## config.mk

```make
export PLATFORM = sky130hd
export DESIGN_NAME = reg_file_sb
export DESIGN_NICKNAME = d
export VERILOG_FILES = /design/src/rtl/reg_file_sb.sv
export SDC_FILE = /design/constraint.sdc
export NUM_CORES = 2
export LEC_CHECK = 0
export ABC_AREA = 0
export ABC_CLOCK_PERIOD_IN_PS = 2250
export CAP_MARGIN = 20
export CORE_MARGIN = 4
export CORE_UTILIZATION = 55
export CTS_CLUSTER_SIZE = 14
export DETAILED_ROUTE_END_ITERATION = 16
export PLACE_DENSITY = 0.75
export SLEW_MARGIN = 15
export SYNTH_ARGS = -nofsm -noshare
export SYNTH_HDL_FRONTEND = slang
export SYNTH_SLANG_ARGS = --single-unit
```

## constraint.sdc

```tcl
create_clock -name CLK -period 2.25 [get_ports CLK]
set_clock_uncertainty 0.15 [all_clocks]
set_input_delay 0.3375 -clock CLK [delete_from_list [all_inputs] [get_ports CLK]]
set_output_delay 0.3375 -clock CLK [all_outputs]
set_load 0.02 [all_outputs]
```

## src/rtl/reg_file_sb.sv

```systemverilog
// Integer register file with hardwired x0, same-cycle writeback bypass and a
// per-register write-pending scoreboard that produces the decode stall.
module reg_file_sb #(
    parameter int unsigned XLEN  = 32,
    parameter int unsigned NREGS = 32,
    parameter int unsigned AW    = $clog2(NREGS)
) (
    input  logic             CLK,
    input  logic             RST_N,
    input  logic [AW-1:0]    rs1,
    input  logic [AW-1:0]    rs2,
    input  logic             rs1_en,
    input  logic             rs2_en,
    output logic [XLEN-1:0]  rda,
    output logic [XLEN-1:0]  rdb,
    input  logic             reg_wrt,
    input  logic [AW-1:0]    rd,
    input  logic [XLEN-1:0]  wda,
    input  logic             iss_valid,
    input  logic [AW-1:0]    iss_rd,
    input  logic             flush,
    output logic             stall,
    output logic [NREGS-1:0] busy_vec
);

    logic [XLEN-1:0]  regs_q [NREGS];
    logic [NREGS-1:0] busy_q;
    logic [NREGS-1:0] busy_d;
    logic             wr_en;
    logic             byp1;
    logic             byp2;
    logic             hit1;
    logic             hit2;

    assign wr_en = reg_wrt && (rd != '0);

    // Entry 0 is cleared by reset and never written, so it stays zero.
    always_ff @(posedge CLK or negedge RST_N) begin
        if (!RST_N) begin
            for (int unsigned r = 0; r < NREGS; r++) begin
                regs_q[r] <= '0;
            end
        end else if (wr_en) begin
            regs_q[rd] <= wda;
        end
    end

    // Issue outranks a same-cycle writeback: the newer producer is still pending.
    always_comb begin
        busy_d    = busy_q;
        busy_d[0] = 1'b0;
        for (int unsigned r = 1; r < NREGS; r++) begin
            if (flush) begin
                busy_d[r] = 1'b0;
            end else if (iss_valid && (iss_rd == AW'(r))) begin
                busy_d[r] = 1'b1;
            end else if (reg_wrt && (rd == AW'(r))) begin
                busy_d[r] = 1'b0;
            end
        end
    end

    always_ff @(posedge CLK or negedge RST_N) begin
        if (!RST_N) begin
            busy_q <= '0;
        end else begin
            busy_q <= busy_d;
        end
    end

    assign byp1 = reg_wrt && (rd == rs1);
    assign byp2 = reg_wrt && (rd == rs2);

    always_comb begin
        rda = '0;
        if (rs1 != '0) begin
            rda = byp1 ? wda : regs_q[rs1];
        end
    end

    always_comb begin
        rdb = '0;
        if (rs2 != '0) begin
            rdb = byp2 ? wda : regs_q[rs2];
        end
    end

    assign hit1     = (rs1 != '0) && busy_q[rs1] && !byp1;
    assign hit2     = (rs2 != '0) && busy_q[rs2] && !byp2;
    assign stall    = (rs1_en && hit1) || (rs2_en && hit2);
    assign busy_vec = busy_q;

endmodule

```

==> qor.csv <==
stage,metric,value,unit
power_and_ir_drop,maximum VDD drop,0.000627,V
synth,"Net Count, Synth",3925,
cts,"CTS clk-pin slew, worst paths",60,ps
min_path,worst hold path type,in -> async,
timing,Hold WS,194,ps
synth,"Top FF cell, synth",dfrtp_1,
worst_setup_path,crit path launch type,register,
power_and_ir_drop,leakage,33.2,nW
layout,fin area,74400,µm²
die,DIE AREA,108000,µm²
worst_setup_path,internal reg-to-reg setup slack,1060,ps
placed_design,Post-DP HPWL,140000,µm
drt,DR vias/cell,7.11,
synth,top post-synthesis cells by count,"dfrtp_1 (1055), mux2_2 (986), mux4_2 (475), clkbuf_1 (219), mux2i_1 (149)",
synth,Post-Syn Instances,3866,
timing,fin. max-slew vios,0,
power_and_ir_drop,P per Cell Area,821,nW/µm²
cts,CTS tree,built,
timing,minimum clock period,3180,ps
power_and_ir_drop,overall power,61.1,mW
synth,biggest area consumer among synthesized cells,dfrtp_1,
synth,Synth Cell Area,56600,µm²
grt,initial antenna violation count,7,
grt,first-pass GRT wire length,315000,µm
synth,count of cell types in the netlist,59,
worst_setup_path,crit-path max FO,2,
synth,"EDFF count, synth",0,
cts,H-tree Lvls,3,
drt,Initial DRC Count,5775,
timing,Worst-Margin Slew,946,ps
synth,"count leader, synth",dfrtp_1,
synth,"top cells by area, synth","dfrtp_1 (47%), mux2_2 (20%), mux4_2 (19%), mux2i_1 (2.6%), clkbuf_1 (1.5%)",
synth,synth warn,0,
grt,GRT overflow,0,
synth,syn_area_per_cell,14.6,µm²
timing,final hold vios,0,
placed_design,buffers added on ports,154,
timing,final setup TNS,-45360,ps
worst_setup_path,Required @ worst endpoint,1760,ps
die,io pins,156,
grt,GR Util met3,0.130,
layout,Post-Layout Cell Count,6235,
timing,Final setup viols,65,
worst_setup_path,CP Capture Type,output port,
cts,clk root buf,clkbuf_16,
die,Starting Density,0.555,
synth,area share of the leading cell type in the synthesized netlist,0.466,
worst_setup_path,FF-to-FF Start,regs_q[922],
drt,WL per Instance,34.9,µm
grt,met1 Use GR,0.514,
layout,layout cell share with drive strength beyond 1,0.642,
layout,Area Growth Syn to Fin,31.3,%
grt,Overall Global Routing Usage,0.400,
timing,setup ws final,-933,ps
die,Die Ht,329,µm
grt,grt peak-use layer,met2,
die,Core Rows,117,
cts,Inserted Clock Buffers,110,
synth,"FF+latch count, synth",1055,
timing,fin crit share,1.41,
worst_setup_path,crit path DAT,2700,ps
die,core area,102000,µm²
placed_design,placed standard-cell area,68300,µm²
worst_setup_path,CP startpoint,busy_vec[31],
drt,via count,44300,
placed_design,Final GP Congestion,0.927,
drt,Final ANT Viol Nets,0,
timing,Rel. slew slack,0.367,
synth,sequential share of the synthesized area,0.466,
worst_setup_path,Crit Path Category,reg -> out,
cts,Clock Path Buffers,3,
timing,fmax,314,MHz
drt,DRT Wirelength,217000,µm
cts,clk sinks,1055,
drt,DRC,0,
worst_setup_path,terminus of the critical flop-to-flop path,regs_q[922],
worst_setup_path,worst reg-to-reg path cell count,3,
placed_design,placed cells,5960,
job,Max-Cap Viols,0,
die,die width,329,µm
layout,Layout Nets,4828,
grt,number of global-route vias before repair,46000,
cts,Clock Latency Late Sink,710,ps
run_status,status,"complete, but fails checks",
drt,DR pass1 iterations,8,
grt,met2 Usage GRT,0.589,
grt,largest net degree at the start of global routing,94,
synth,asr flop ratio synth,1.00,
run_status,failing checks,setup timing,
timing,RSZ-0062 raised after global routing,yes,
==> area by class of cell <==
type | count | area [µm²]
clock inverter | 46 | 616
inverter | 2 | 7.51
multi-input combinational | 2361 | 30100
clock buffer | 158 | 3240
sequential | 1055 | 26400
antenna | 6 | 15.0
timing repair buffer | 1239 | 12300
tap | 1368 | 1710
fill | 6234 | 27700
==> sequential cells by signal (all words and copies together), names as in the netlist <==
name and count:
regs_q 1024, busy_vec 31
==> worst max-delay path by stage <==
stage                          to  slack [ps]  cells after the start
final                       stall        -930                      6
after global placement    rdb[29]       -1440                      9
after global routing        stall        -970                      6
after floorplan           rdb[28]        -200                      9
after CTS                   stall        -930                      6
after detailed placement  rdb[29]       -1430                      9
==> routing by layer <==
metal,routed length (µm),vias up
met5,48,-
met4,16800,6
met3,29100,969
met2,95700,3567
met1,75800,22900
li1,-,16900
==> critical path: stages, from the launching register on <==
cell      delay (ps)
dfrtp_1          390
mux4_2           480
mux4_2           520
nand2_2           90
o221ai_2          90
a32o_2           290
buf_6            130
==> cell families (layout without fill, tap and decap cells) <==
group / after synthesis / after routing / synth area share
multiplexers: 1619 / 1619 / 0.413
flip-flops: 1055 / 1055 / 0.466
buffers and inverters: 450 / 1445 / 0.0394
AO/OA/AOI/OAI: 445 / 445 / 0.0545
AND/OR/NAND/NOR: 286 / 286 / 0.0251
XOR/XNOR: 10 / 10 / 0.00155
other: 1 / 7 / 0.0000662
==> power breakdown <==
part           internal, mW  switching [mW]  total [mW]  leakage [nW]
registers              22.5            2.60        25.1          13.6
clock network          11.6            8.08        19.7          1.92
logic                  9.64            6.68        16.3          17.7
==> cells in the final DEF (no fill, tap or decap), types with 25 or more instances in the layout <==
cell	Yosys	routed
nor2_4	0	33
mux2_2	986	986
a22oi_2	0	25
o22ai_1	92	49
buf_12	3	179
clkbuf_8	0	30
o21ai_0	48	29
clkbuf_16	0	112
nand2_1	85	63
o22ai_2	0	42
a22oi_1	52	27
dlygate4sd2_1	0	36
a21oi_1	72	36
clkdlybuf4s50_1	0	41
a221oi_1	40	25
nor2_1	61	29
mux4_2	475	476
buf_4	21	866
clkinv_2	0	25
dfrtp_1	1055	1055
nor2b_1	30	25
mux2i_1	149	141
buf_6	28	96
==> metrics by stage <==
step | setup WS, ps | util
after global routing | -967 | 0.729
final | -933 | 0.729
after global placement | -1440 | 0.670
after detailed placement | -1430 | 0.670
after CTS | -925 | 0.722
after floorplan | -200 | -
==> repair_timing <==
action,4_1_cts,5_1_grt
cloned,7,1
setup endpoints to repair,96,65
pin swaps,136,92
setup buffers,55,29
gates resized for setup,612,98
endpoints found under the hold margin,898,0
hold buffers,2,0
Power figures use the tool's default switching activity.
